**src/rtl/intf_or.sv**
```systemverilog
// Handshaked 1-bit OR block: operands queue in FIFOs a and b, and a compute rule
// pairs their heads in order and pushes the OR result into FIFO y.

module intf_or_fifo #(
    parameter int DEPTH = 2
) (
    input  logic CLK,
    input  logic rst,
    input  logic push,
    input  logic pop,
    input  logic din,
    output logic dout,
    output logic not_full,
    output logic not_empty
);
    localparam int PTR_W = (DEPTH > 1) ? $clog2(DEPTH) : 1;
    localparam int CNT_W = $clog2(DEPTH + 1);
    localparam logic [PTR_W-1:0] LAST_PTR = PTR_W'(DEPTH - 1);
    localparam logic [CNT_W-1:0] FULL_CNT = CNT_W'(DEPTH);

    logic [DEPTH-1:0] mem;
    logic [PTR_W-1:0] wr_ptr;
    logic [PTR_W-1:0] rd_ptr;
    logic [CNT_W-1:0] count;

    // Pointers wrap explicitly so non-power-of-two depths work.
    function automatic logic [PTR_W-1:0] next_ptr(input logic [PTR_W-1:0] p);
        return (p == LAST_PTR) ? '0 : p + PTR_W'(1);
    endfunction

    // NOTE: sequential state uses non-blocking assignments so every register
    // samples pre-edge values, which is what lets push and pop share a cycle.
    always_ff @(posedge CLK) begin
        if (rst) begin
            wr_ptr <= '0;
            rd_ptr <= '0;
            count  <= '0;
        end else begin
            if (push) wr_ptr <= next_ptr(wr_ptr);
            if (pop)  rd_ptr <= next_ptr(rd_ptr);
            case ({push, pop})
                2'b10:   count <= count + CNT_W'(1);
                2'b01:   count <= count - CNT_W'(1);
                default: count <= count;
            endcase
        end
    end

    // NOTE: storage is deliberately not reset; an entry is only ever read
    // after it has been written, and count gates the visible output.
    always_ff @(posedge CLK) begin
        if (push) mem[wr_ptr] <= din;
    end

    assign not_full  = (count != FULL_CNT);
    assign not_empty = (count != '0);
    assign dout      = not_empty ? mem[rd_ptr] : 1'b0;
endmodule

module intf_or #(
    parameter int A_DEPTH = 2,
    parameter int B_DEPTH = 1,
    parameter int Y_DEPTH = 3
) (
    input  logic CLK,
    input  logic RST_N,
    input  logic a_data,
    input  logic a_en,
    output logic a_rdy,
    input  logic b_data,
    input  logic b_en,
    output logic b_rdy,
    input  logic y_en,
    output logic y_data,
    output logic y_rdy
);
    logic a_head;
    logic b_head;
    logic a_valid;
    logic b_valid;
    logic y_space;
    logic fire;

    // Rule decision uses registered occupancy only, so no enable reaches a ready.
    assign fire = a_valid & b_valid & y_space;

    intf_or_fifo #(.DEPTH(A_DEPTH)) u_fifo_a (
        .CLK       (CLK),
        .rst       (RST_N),
        .push      (a_en & a_rdy),
        .pop       (fire),
        .din       (a_data),
        .dout      (a_head),
        .not_full  (a_rdy),
        .not_empty (a_valid)
    );

    intf_or_fifo #(.DEPTH(B_DEPTH)) u_fifo_b (
        .CLK       (CLK),
        .rst       (RST_N),
        .push      (b_en & b_rdy),
        .pop       (fire),
        .din       (b_data),
        .dout      (b_head),
        .not_full  (b_rdy),
        .not_empty (b_valid)
    );

    intf_or_fifo #(.DEPTH(Y_DEPTH)) u_fifo_y (
        .CLK       (CLK),
        .rst       (RST_N),
        .push      (fire),
        .pop       (y_en & y_rdy),
        .din       (a_head | b_head),
        .dout      (y_data),
        .not_full  (y_space),
        .not_empty (y_rdy)
    );
endmodule

```
**config.mk**
```make
export PLATFORM = sky130hd
export DESIGN_NAME = intf_or
export DESIGN_NICKNAME = d
export VERILOG_FILES = /design/src/rtl/intf_or.sv
export SDC_FILE = /design/constraint.sdc
export NUM_CORES = 1
export LEC_CHECK = 0
export ABC_AREA = 1
export CORE_UTILIZATION = 55
export CTS_BUF_LIST = sky130_fd_sc_hd__clkbuf_2 sky130_fd_sc_hd__clkbuf_4 sky130_fd_sc_hd__clkbuf_8
export CTS_CLUSTER_DIAMETER = 200
export DETAILED_ROUTE_END_ITERATION = 8
export GPL_TIMING_DRIVEN = 0
export PLACE_DENSITY = 0.8
export SETUP_SLACK_MARGIN = 0.3
export SYNTH_ARGS = -nofsm -noshare
export SYNTH_HDL_FRONTEND = slang
export SYNTH_HIERARCHICAL = 1
export SYNTH_SLANG_ARGS = --single-unit
export TNS_END_PERCENT = 100
```
**constraint.sdc**
```tcl
create_clock -name CLK -period 2.35 [get_ports CLK]
set_clock_uncertainty 0.05 [all_clocks]
set_input_delay 0.3525 -clock CLK [delete_from_list [all_inputs] [get_ports CLK]]
set_output_delay 0.3525 -clock CLK [all_outputs]
set_load 0.03 [all_outputs]
```
# Word level (Yosys, flattened, before mapping)
# Index checks and enable logic that the tools add are counted.
dict set report op_classes {
  reduce_logical 8
  n_addsub 12
  n_lt_le_gt_ge 9
  bitwise_logic 7
  mux 25
  n_eq_ne 10
}
# operator n
set op_table {}
lappend op_table {{$mux 1} 14}
lappend op_table {{$eq 2x2->1 const B} 5}
lappend op_table {{$reduce_bool 2->1} 5}
lappend op_table {{$add 2x1->2 const B} 4}
lappend op_table {{$pmux 2 s2} 2}
lappend op_table {{$eq 2x1->1 const B} 3}
lappend op_table {{$lt 2x3->1 const B} 2}
lappend op_table {{$add 1x1->1 const B} 5}
lappend op_table {{$and 1x1->1} 5}
lappend op_table {{$lt 1x2->1 const B} 2}
lappend op_table {{$mux 2} 2}
lappend op_table {{$ne 2x2->1 const B} 2}
lappend op_table {{$sub 2x1->2 const B} 2}
lappend op_table {{$bwmux 3} 1}
lappend op_table {{$logic_and 1x1->1} 3}
lappend op_table {{$bmux 1 s2} 1}
lappend op_table {{$bwmux 2} 1}
lappend op_table {{$demux 1 s2} 1}
lappend op_table {{$ge 1x1->1 const B} 2}
lappend op_table {{$ge 2x1->1 const B} 1}
lappend op_table {{$lt 1x1->1 const B} 2}
lappend op_table {{$pmux 1 s2} 1}
lappend op_table {{$bwmux 1} 1}
lappend op_table {{$demux 1 s1} 1}
lappend op_table {{3 further kinds} 3}
dict set report word_totals {
  output_inout_bits 4
  input_bits 7
  register_bits 19
  elab_cells 83
}

# Depth between registers and ports, before layout
# Gate-level depths: netlist (run 1).
dict set report depth {
  word_depth 5
  ltp_mapped 11
  depth_no_buf 11
}

# Modules after synthesis
# The synthesis (run 1) kept the hierarchy.
# module cells_per_inst area_per_inst_um2 seq_area_each_um2 n_inst
set by_module_without_submodules {}
lappend by_module_without_submodules {{intf_or_fifo (u_fifo_y)} 50 410.4 210.2 1}
lappend by_module_without_submodules {{intf_or_fifo (u_fifo_a)} 35 284.0 140.1 1}
lappend by_module_without_submodules {{intf_or_fifo (u_fifo_b)} 14 97.6 50.0 1}
lappend by_module_without_submodules {intf_or 10 40.0 0.0 1}

# Worst setup path before layout (run 1)
# OpenSTA, ideal clock, no wires.
dict set report synth_path {
  path_kind {register to register}
  start {register u_fifo_a.count[0]}
  end {register u_fifo_y.count[1]}
  t_required_ns 2.236
  setup_ns 0.064
  arrival_ns 1.602
  stages_incl_launch_ff 11
  synth_period_minus_slack_ns 1.715
  path_slack_ns 0.635
  n_path_buf 0
  path_cell_list {dfxtp_1 -> or2_4 -> nand2_1 -> nor2_1 -> inv_1 -> ha_1 -> inv_1 -> nand2_1 -> nor2_1 -> nor2_1 -> nor2_1}
}
dict set report synth_between {
  elab_chain_len 5
  elab_cells_between_ends 7
  cone_classes {eq/ne (2); mux (1); bitwise (2); reduce/logical (2)}
}
# item line_no
set synth_lines {}
lappend synth_lines {{start, declared} 24} ;# logic [CNT_W-1:0] count;
lappend synth_lines {{start signal, assigned} 42} ;# 2'b10: count <= count + CNT_W'(1);
lappend synth_lines {{start signal, assigned} 43} ;# 2'b01: count <= count - CNT_W'(1);
lappend synth_lines {{start signal, assigned} 44} ;# default: count <= count;
lappend synth_lines {{$reduce_bool 2->1 (*)} 56} ;# assign not_empty = (count != '0);
lappend synth_lines {{named net a_valid} 79} ;# logic a_valid;
lappend synth_lines {{$and 1x1->1 (*) (2 in series)} 85} ;# assign fire = a_valid & b_valid & y_space;
lappend synth_lines {{named net fire} 82} ;# logic fire;
lappend synth_lines {{$eq 2x1->1 or $eq 2x2->1 (tied branches)} 41} ;# case ({push, pop})
lappend synth_lines {{$pmux 2 s2 or $reduce_bool 2->1 (tied branches)} -}
lappend synth_lines {{end signal, assigned} 42}
lappend synth_lines {{end signal, assigned} 43}
lappend synth_lines {{end signal, assigned} 44}
lappend synth_lines {{end, declared} 24}
# The timed path passes the listed nets; every way through them passes the cells marked *.
# A chain may end at the register's enable or synchronous reset.

# Worst setup path in the final report (run 1)
dict set report layout_path {
  start {register u_fifo_a.count[0]}
  end {output port a_rdy}
}
dict set report layout_between {
  elab_chain_len 1
}
# item line_no
set layout_lines {}
lappend layout_lines {{$ne 2x2->1} 55} ;# assign not_full = (count != FULL_CNT);
lappend layout_lines {{end, declared} 69} ;# output logic a_rdy,
# No other way between the ends.

==> results.md, run 1 <==
* Clock Power Share at 20.0%
* IR drop worst, VDD at 0.524 mV
* CP arrival at 1.56 ns
* CTS max path bufs at 2
* Wirelength per Cell at 10.1 microns
* Final Hold Fails at 0
* Slew Limit Headroom at 79.0%
* First-pass DRT Iterations at 4
* Total power at 822 uW
* Die Footprint at 1670 sq um
* Max-Cap Viols at 0
* Int Pwr at 541 uW
* Vias in the first global route at 544
* DRC Markers at 0
* Count of input and output buffers at 10
* Gp weighted congestion at 0.666
* Fin crit share at 83.5%
* Clock latency on the worst-skew pair at 0.28 ns
* CTS Hold Buffers Added at 0
* Share of cells above drive strength 1 at 8.94%
* HP Class: reg -> reg
* Crit path largest cell delay at 0.67 ns
* Post-route cell area at 982 sq um
* First-pass GRT wire length at 2.12 mm
* CTS tree: yes
* Synth-to-Final Area Change at 18.0%
* Wirelength, routed at 1.39 mm
* Syn Std Cell Area at 832 sq um
* Via/cell ratio at 4.91
* Clock sink count at 17
* Final Net Count at 133
* Avg Inst Size Synth at 7.63 sq um
* Endpoints failing setup at 0
* CTS Buf Count at 3
* Worst-Margin Slew at 0.315 ns
* Worst setup margin at 0.388 ns
* Post-route antenna net violation count at 0
* Worst-path fanout max at 6
* Unique masters post-synth at 19
* Synth area leaders: dfxtp_1, edfxtp_1, inv_1, nand2_1, nor2_1
* Post-CTS Setup Inserts at 0
* Cell taking the most area after synthesis: dfxtp_1
* Clock root buffer: clkbuf_4
* TNS Setup at 0 ns
* Worst-path cell chain: inv_1 > nand2_1 > clkdlybuf4s50_1
* RSZ-0062 raised after global routing: false
* # rows at 13
* DP HPWL at 1.03 mm
* Gate Count Post-Synth at 109
* CP required at 1.95 ns
* Power share of the sequential group at 46.8%
* Placement Cell Area at 951 sq um
* Pre-CTS WS at 0.335 ns
* Fill cells at 112
* Sw Ratio at 34.2%
* Final slew viol count at 0
* FF-to-FF path depth at 10
* Synth top area share at 26.5%
* Syn nets at 118
* Starting density of the core at 61.6%
* Status: completed
* Crit end category: output pin
* GRT Total Usage at 20.2%
* Grt ovf at 0
* #FFs+latches synth at 17
* Seq/Total Area, Yosys at 48.1%
* Worst Hold Path Cells at 2
* Switching pwr at 281 uW
* CP max stage cell: clkdlybuf4s50_1
* Pwr Density at 837 nW/um^2
* Core region area at 1350 sq um
* Die H at 40.9 microns
* Final worst path period need at 1.96 ns
* # IOs at 11
* H-Tree Depth at 1
* DRT iter0 DRCs at 9
* WS Path Type: reg -> out
* P_leak at 0.469 nW
* YS warnings at 6
* Largest net degree at the start of global routing at 10
* Max Fclk at 510 MHz
* Die width at 40.9 microns
* ANT cells at 0
* Combinational share of power at 33.1%
* CP Launch Type: register
* CTS clk-pin slew, worst paths at 0.10 ns
* Via count at 677
* Initial antenna violation count at 0
## cell type report
cell class	instances	area, sq um	area share (%)
sequential	17	400	40.8
multi-input combinational	66	337	34.3
timing repair buffer	10	98.8	10.1
inverter	26	97.6	9.94
clock buffer	4	30.0	3.06
tap	15	18.8	1.91
## through the flow
stage | hold WS, ns | cells | util [%]
3_5_place_dp | 0.417 | 134 | 70.4
3_3_place_gp | 0.406 | 134 | 70.4
5_1_grt | 0.458 | 138 | 72.8
6_report | 0.427 | 138 | 72.8
4_1_cts | 0.430 | 138 | 72.6
2_1_floorplan | 0.372 | 109 | -
## cells in the mapped netlist (all sizes together)
cell type / n
inv: 26
nand2: 24
nor2: 14
dfxtp: 11
a21oi: 7
edfxtp: 6
nor3: 4
o21ai: 4
nand3: 3
or2: 3
ha: 2
nand4: 2
a21boi: 1
nor3b: 1
xnor2: 1
## what timing repair did
action,in CTS,in global routing
setup endpoints to repair,1,2
gates resized for setup,1,1
cloned,0,0
## power by group through the flow
stage	registers [mW]	logic [mW]	clock network (mW)
global placement	0.389	0.264	0
CTS	0.384	0.274	0.166
finish	0.385	0.272	0.165
floorplan	0.382	0.203	0
detailed placement	0.390	0.274	0
global route	0.392	0.307	0.180
## flip-flops by register name (all words and copies together), names as in the netlist
name / count
u_fifo_y/wr_ptr: 2
u_fifo_a/mem: 2
u_fifo_b/not_empty: 1
u_fifo_a/wr_ptr: 1
u_fifo_b/mem: 1
u_fifo_y/count: 2
u_fifo_a/count: 2
u_fifo_y/mem: 3
u_fifo_y/rd_ptr: 2
u_fifo_a/rd_ptr: 1
## layer usage
metal	GRT usage, %	vias up	routed length, microns
li1	-	364	-
met2	35.2	8	734
met3	4.89	2	37
met5	0	-	0
met1	22.7	303	608
met4	10.0	0	14
## critical path, delay by kind of cell, from the launching register on
kind	cells	cell delay [ns]
buffers and inverters	2	0.76
DFF	1	0.43
and+or+nand+nor	1	0.09
## cell families (layout without fill, tap and decap cells)
kind of cell               count (synthesis)  after routing  synth area share [%]
adders and majority gates                  2              2                  3.01
xor gates and xnor gates                   1              1                  1.05
and+or+nand+nor                           51             51                  27.2
DFF                                       17             17                  48.1
AOI/OAI and AO/OA                         12             12                  8.87
buffers and inverters                     26             40                  11.7
## worst paths after layout
| kind | start | end | slack [ns] |
|---|---|---|---|
| min | u_fifo_y/wr_ptr[1]$_SDFFE_PP0P_ | u_fifo_y/wr_ptr[1]$_SDFFE_PP0P_ | 0.43 |
| max | u_fifo_a/count[0]$_SDFFE_PP0P_ | a_rdy | 0.39 |
| min reg2reg | u_fifo_y/wr_ptr[1]$_SDFFE_PP0P_ | u_fifo_y/wr_ptr[1]$_SDFFE_PP0P_ | 0.43 |
| max reg2reg | u_fifo_a/count[0]$_SDFFE_PP0P_ | u_fifo_y/count[1]$_SDFFE_PP0P_ | 0.47 |
## placed cells by master (no fill, tap or decap)
| master | instances |
|---|---|
| o21ai_2 | 2 |
| nor3b_1 | 1 |
| dlygate4sd2_1 | 1 |
| xnor2_1 | 1 |
| nand2_1 | 24 |
| o21ai_0 | 2 |
| inv_1 | 26 |
| a21oi_1 | 6 |
| nor3_2 | 1 |
| clkbuf_4 | 4 |
| nor3_1 | 3 |
| edfxtp_1 | 6 |
| nor2_1 | 13 |
| nand4_1 | 2 |
| nor2_2 | 1 |
| a21boi_0 | 1 |
| or2_1 | 1 |
| or2_4 | 2 |
| nand3_1 | 3 |
| clkdlybuf4s50_1 | 9 |
| dfxtp_1 | 11 |
| ha_1 | 2 |
| a21oi_2 | 1 |
No activity file was read; power rests on OpenSTA's default activity.
==> inputs of run 2 (changes only) <==
- CORE_UTILIZATION: 55 -> 50
- PLACE_DENSITY: 0.8 -> 0.76
- clock period: 2.35 -> 1.68 ns (I/O delays scaled with it)
==> run 2 against run 1 <==
Count of clock-buffer cells in the layout unchanged. Utilization increased by 2.5 points. Critical path type unchanged. Die area increased by 9.5%. Critical endpoint is now y_data. Global-route usage decreased by 1.2 points. Largest power group unchanged. Non-clock buffer count increased by 8. Design area increased by 17%. Wire length increased by 9.7%. Combinational power increased by 96%.
==> results.md, run 2 (synthesis gave the netlist of run 1 again) <==
* Synth-to-Final Area Change at 37.9% (was 18.0%)
* GR peak layer: met2 (unchanged)
* Via count at 710 (was 677)
* P_leak at 0.525 nW (was 0.469 nW)
* Die H at 42.8 microns (was 40.9 microns)
* Wirelength per Cell at 10.4 microns (was 10.1 microns)
* Count of input and output buffers at 10 (unchanged)
* Endpoints failing setup at 0 (unchanged)
* DRT iter0 DRCs at 18 (was 9)
* Crit end category: output pin (unchanged)
* Max-Cap Viols at 0 (unchanged)
* Most flops, register: u_fifo_y/mem (unchanged)
* Most frequent cells in the layout: nand2_1, inv_1, nor2_1 (was inv_1, nand2_1, nor2_1)
* Crit path largest cell delay at 0.37 ns (was 0.67 ns)
* ANT cells at 0 (unchanged)
* CP Launch Type: register (unchanged)
* Power share of the sequential group at 42.4% (was 46.8%)
* Initial antenna violation count at 0 (unchanged)
* First-pass GRT wire length at 2.65 mm (was 2.12 mm)
* Int Pwr at 853 uW (was 541 uW)
* Worst-path fanout max at 7 (was 6)
* Worst Hold Path Cells at 2 (unchanged)
* CTS tree: yes (unchanged)
* CP max stage cell: dfxtp_4 (was clkdlybuf4s50_1)
* CTS max path bufs at 2 (unchanged)
* CP arrival at 1.17 ns (was 1.56 ns)
* # rows at 14 (was 13)
* CTS clk-pin slew, worst paths at 0.09 ns (was 0.10 ns)
* Max Fclk at 678 MHz
* GRT Total Usage at 19.1% (was 20.2%)
* DRC Markers at 0 (unchanged)
* Final Hold Fails at 0 (unchanged)
* Die Footprint at 1830 sq um (was 1670 sq um)
* FF-to-FF path depth at 9 (was 10)
* DP HPWL at 998 microns (was 1.03 mm)
* HP Class: reg -> reg (unchanged)
* Final worst path period need at 1.48 ns
* Grt met2 use at 33.9% (was 35.2%)
* Status: completed (unchanged)
* First-pass DRT Iterations at 4 (unchanged)
* Post-route antenna net violation count at 0 (unchanged)
* Area occupied by multi-input gates at 428 sq um (was 337 sq um)
* # IOs at 11 (unchanged)
* Starting density of the core at 54.6% (was 61.6%)
* Final hold slack at 0.429 ns (was 0.427 ns)
* Vias in the first global route at 645 (was 544)
* Gp weighted congestion at 0.772 (was 0.666)
* Largest net degree at the start of global routing at 10 (unchanged)
* CP required at 1.38 ns (was 1.95 ns)
* Placed insts at 135 (was 134)
* RSZ-0062 raised after global routing: true (was false)
* Max reg flops at 3 (unchanged)
* Final Net Count at 141 (was 133)
* Core region area at 1520 sq um (was 1350 sq um)
* IR drop worst, VDD at 0.753 mV (was 0.524 mV)
* Fin crit share at 87.8%
* Die width at 42.8 microns (was 40.9 microns)
* GR Util met1 at 22.8% (was 22.7%)
* CTS Buf Count at 3 (unchanged)
* Wirelength, routed at 1.53 mm (was 1.39 mm)
* Switching pwr at 460 uW (was 281 uW)
* H-Tree Depth at 1 (unchanged)
* Post-route cell area at 1150 sq um (was 982 sq um)
* TNS Setup at 0 ns (unchanged)
* Clock sink count at 17 (unchanged)
* Share of cells above drive strength 1 at 38.9% (was 8.94%)
* Final slew viol count at 0 (unchanged)
* Worst-Margin Slew at 0.306 ns (was 0.315 ns)
* Grt ovf at 0 (unchanged)
* CTS Hold Buffers Added at 0 (unchanged)
* Fill cells at 105 (was 112)
* Pwr Density at 1140 nW/um^2 (was 837 nW/um^2)
* Placement Cell Area at 985 sq um (was 951 sq um)
* Worst-path cell chain: or2_4 > o21ai_2 > nor3_2 > buf_4 (was inv_1 > nand2_1 > clkdlybuf4s50_1)
* Sw Ratio at 35.0% (was 34.2%)
* Clock root buffer: clkbuf_4 (unchanged)
* Slew Limit Headroom at 79.5% (was 79.0%)
* Total power at 1.31 mW (was 822 uW)
* Combinational share of power at 40.6% (was 33.1%)
* Most common cell after layout, fill and taps aside: nand2_1 (was inv_1)
* Register area at 414 sq um (was 400 sq um)
* Clock latency on the worst-skew pair at 0.28 ns (about the same)
* WS Path Type: reg -> out (unchanged)
* Met3 Track Usage GR at 3.83% (was 4.89%)
* Clock Power Share at 17.0% (was 20.0%)
* Final Instance Count excl. Fillers at 147 (was 138)
* Via/cell ratio at 4.83 (was 4.91)
[run 2: changes by cell type in the layout (fill, tap and decap cells not counted), sizes merged]
cell	previous run	this run
clkdlybuf4s50	9	6
dlygate4sd2	1	0
buf	0	12
[run 2: layer usage]
| layer | up-vias | part of all wire (%) |
|---|---|---|
| met5 | - | 0 |
| met4 | 0 | 0 |
| met3 | 0 | 2.7 |
| met2 | 11 | 54 |
| met1 | 319 | 43 |
| li1 | 380 | - |
[run 2: power groups by stage]
stage / Combinational (mW) / Sequential [mW] / Clock, mW
2_1_floorplan: 0.312 / 0.541 / 0
3_3_place_gp: 0.398 / 0.550 / 0
3_5_place_dp: 0.412 / 0.552 / 0
4_1_cts: 0.476 / 0.550 / 0.230
5_1_grt: 0.586 / 0.566 / 0.255
6_report: 0.533 / 0.556 / 0.224
[run 2: area by class of cell]
| cell class | count | area share [%] |
|---|---|---|
| Inverter | 26 | 8.94 |
| Tap cell | 16 | 1.74 |
| Timing Repair Buffer | 18 | 13.3 |
| Clock buffer | 4 | 2.62 |
| Sequential cell | 17 | 36.1 |
| Multi-Input combinational cell | 66 | 37.3 |
[run 2: worst paths after layout]
| kind | from | end | slack (ns) |
|---|---|---|---|
| max reg2reg | u_fifo_a/count[0]$_SDFFE_PP0P_ | u_fifo_a/count[1]$_SDFFE_PP0P_ | 0.21 |
| min reg2reg | u_fifo_y/wr_ptr[1]$_SDFFE_PP0P_ | u_fifo_y/wr_ptr[1]$_SDFFE_PP0P_ | 0.43 |
| min | u_fifo_y/wr_ptr[1]$_SDFFE_PP0P_ | u_fifo_y/wr_ptr[1]$_SDFFE_PP0P_ | 0.43 |
| max | u_fifo_y/count[0]$_SDFFE_PP0P_ | y_data | 0.20 |
[run 2: critical path, delay by kind of cell, from the launching register on]
family / cells / cell delay (ns)
buffers and inverters: 1 / 0.17
AO/OA/AOI/OAI: 1 / 0.06
AND/OR/NAND/NOR: 2 / 0.29
flip-flops: 1 / 0.37
[run 2: what timing repair did]
action                                  in CTS  in global routing
endpoints found under the setup margin       9                 16
pin swaps                                    6                  6
resized for setup                           31                 23
buffers inserted                             6                  2
[run 2: stage by stage]
step | utilization, % | setup WS, ns
final | 75.3 | 0.205
after global routing | 75.3 | 0.138
after CTS | 71.7 | 0.203
after detailed placement | 64.6 | -0.0273
after global placement | 64.6 | -0.00289
after floorplan | - | 0.249
==> inputs of run 3 (changes only) <==
--- a/config.mk
+++ b/config.mk
@@ -14,3 +14,3 @@
 export PLACE_DENSITY = 0.76
-export SETUP_SLACK_MARGIN = 0.3
+export SETUP_SLACK_MARGIN = 0.15
 export SYNTH_ARGS = -nofsm -noshare
--- a/constraint.sdc
+++ b/constraint.sdc
@@ -4,2 +4,2 @@
 set_output_delay 0.252 -clock CLK [all_outputs]
-set_load 0.03 [all_outputs]
+set_load 0.05 [all_outputs]
==> run 3 against run 2 <==
Final cell count is the same. Global-route usage grew 0.99 points. Count of clock-buffer cells in the layout is the same. Design area shrank 2.2%. Clock power grew 5%. First-iteration DRC count shrank 56%.
==> results.md, run 3 (synthesis gave the netlist of run 1 again) <==
* Status: completed (unchanged)
* Final Net Count at 141 (unchanged)
* Placement Cell Area at 970 sq um (was 985 sq um)
* CP required at 1.82 ns (was 1.38 ns)
* Die H at 42.8 microns (unchanged)
* # rows at 14 (unchanged)
* Post-route cell area at 1120 sq um (was 1150 sq um)
* Via count at 704 (was 710)
* Endpoints failing setup at 0 (unchanged)
* RR Endpoint: u_fifo_a/count[1]$_SDFFE_PP0P_ (unchanged)
* Crit end category: register (was output pin)
* Max Fclk at 661 MHz (was 678 MHz)
* Final Instance Count excl. Fillers at 147 (unchanged)
* Clock latency on the worst-skew pair at 0.29 ns (was 0.28 ns)
* Slew Limit Headroom at 80.9% (was 79.5%)
* Wirelength, routed at 1.60 mm (was 1.53 mm)
* TNS Setup at 0 ns (unchanged)
* Via/cell ratio at 4.79 (was 4.83)
* DRT iter0 DRCs at 8 (was 18)
* Largest net degree at the start of global routing at 10 (unchanged)
* # IOs at 11 (unchanged)
* Wirelength per Cell at 10.9 microns (was 10.4 microns)
* Worst Hold Launch: u_fifo_y/wr_ptr[1]$_SDFFE_PP0P_ (unchanged)
* H-Tree Depth at 1 (unchanged)
* HP Class: reg -> reg (unchanged)
* Post-Route Utilization at 73.6% (was 75.3%)
* WS Path Type: reg -> reg (was reg -> out)
* Max reg flops at 3 (unchanged)
* Grt ovf at 0 (unchanged)
* P_leak at 0.518 nW (was 0.525 nW)
* Worst R2R Start: u_fifo_a/count[0]$_SDFFE_PP0P_ (unchanged)
* Post-route antenna net violation count at 0 (unchanged)
* Final Hold Fails at 0 (unchanged)
* Gp weighted congestion at 0.720 (was 0.772)
* Total power at 1.35 mW (was 1.31 mW)
* Most flops, register: u_fifo_y/mem (unchanged)
* Most common cell after layout, fill and taps aside: nand2_1 (unchanged)
* First-pass DRT Iterations at 2 (was 4)
* Final worst path period need at 1.51 ns (was 1.48 ns)
* CTS clk-pin slew, worst paths at 0.10 ns (was 0.09 ns)
* Max-Cap Viols at 0 (unchanged)
* Pre-CTS WS at -0.174 ns (was -0.0273 ns)
* Core region area at 1520 sq um (unchanged)
* DRC Markers at 0 (unchanged)
* CTS tree: yes (unchanged)
* Worst-path cell chain: or2_4 > nand2_4 > nor2_4 > buf_6 > ha_4 > inv_4 > nand2_2 > nor2_1 > nor2_1 > nor2_1 (was or2_4 > o21ai_2 > nor3_2 > buf_4)
* Fin crit share at 90.0% (was 87.8%)
* CTS max path bufs at 2 (unchanged)
* R2R Setup Slk at 0.17 ns (was 0.21 ns)
* Worst setup path startpoint: u_fifo_a/count[0]$_SDFFE_PP0P_ (was u_fifo_y/count[0]$_SDFFE_PP0P_)
* Synth-to-Final Area Change at 34.9% (was 37.9%)
* Most frequent CP cell: nor2_1
* Count of input and output buffers at 10 (unchanged)
* CTS Buf Count at 3 (unchanged)
* Worst Hold Path Cells at 2 (unchanged)
* Worst-path fanout max at 4 (was 7)
* Worst setup margin at 0.167 ns (was 0.205 ns)
* Clock root buffer: clkbuf_4 (unchanged)
* Buffers plus inverters on the worst setup path at 2 (was 1)
* Most frequent cells in the layout: nand2_1, inv_1, nor2_1 (unchanged)
* Die width at 42.8 microns (unchanged)
* Share of cells above drive strength 1 at 31.3% (was 38.9%)
* DP HPWL at 984 microns (was 998 microns)
* Hold Path Sink: u_fifo_y/wr_ptr[1]$_SDFFE_PP0P_ (unchanged)
* Vias in the first global route at 680 (was 645)
* CP max stage cell: dfxtp_4 (unchanged)
* RSZ-0062 raised after global routing: true (unchanged)
* FF-to-FF path depth at 10 (was 9)
* ANT cells at 0 (unchanged)
* CP arrival at 1.65 ns (was 1.17 ns)
* Worst-Margin Slew at 0.285 ns (was 0.306 ns)
* Cell family with most CP delay: simple AND/OR/NAND/NOR gates (was flip-flops)
* Clock sink count at 17 (unchanged)
* First-pass GRT wire length at 2.70 mm (was 2.65 mm)
* Placed insts at 135 (unchanged)
* Initial antenna violation count at 0 (unchanged)
* Final slew viol count at 0 (unchanged)
* IR drop worst, VDD at 0.635 mV (was 0.753 mV)
* Pwr Density at 1200 nW/um^2 (was 1140 nW/um^2)
* Crit path largest cell delay at 0.35 ns (was 0.37 ns)
* CP Launch Type: register (unchanged)
* Final hold slack at 0.423 ns (was 0.429 ns)
* Starting density of the core at 54.6% (unchanged)
* GRT Total Usage at 20.1% (was 19.1%)
* Die Footprint at 1830 sq um (unchanged)
## run 3: cell count changes in the layout (fill, tap and decap cells not counted), sizes merged
cell | previous run | this run
clkdlybuf4s15 | 0 | 1
buf | 12 | 11
## run 3: timing repair
item / in CTS / in global routing
resized for setup: 25 / 18
setup buffers: 6 / 2
endpoints found under the setup margin: 9 / 6
hold buffers: 0 / 0
pin swaps: 3 / 8
## run 3: worst max path at each step
stage | to | slack (ns) | cells past startpoint
6_report | u_fifo_a/count[1]$_SDFFE_PP0P_ | 0.17 | 10
5_1_grt | u_fifo_a/count[1]$_SDFFE_PP0P_ | 0.08 | 10
4_1_cts | y_data | 0.14 | 4
3_5_place_dp | y_data | -0.17 | 4
3_3_place_gp | y_data | -0.16 | 4
2_1_floorplan | u_fifo_a/count[1]$_SDFFE_PP0P_ | 0.13 | 11
## run 3: cell type report
cell class                      count  area (sq um)
Clock buffer                        4          30.0
Fill cell                         113           402
Inverter                           26           103
Multi-Input combinational cell     66           404
Sequential cell                    17           409
Tap cell                           16          20.0
Timing Repair Buffer               18           156
## run 3: worst min-delay path: stages, from the launching register on
cell     delay, ns
dfxtp_1       0.32
nand2_1       0.06
a21oi_1       0.06
## run 3: layer usage
metal	share of wire [%]	routed length, microns	track usage [%]	vias to the layer above
li1	-	-	-	379
met1	44	697	22.4	314
met2	54	857	35.2	11
met3	2.6	41	5.11	0
met4	0	0	9.38	0
met5	0	0	0	-
## run 3: power by group
| group | switching, mW | internal (mW) |
|---|---|---|
| clock | 0.127 | 0.108 |
| sequential | 0.0513 | 0.494 |
| combinational | 0.321 | 0.248 |
| total | 0.498 | 0.851 |
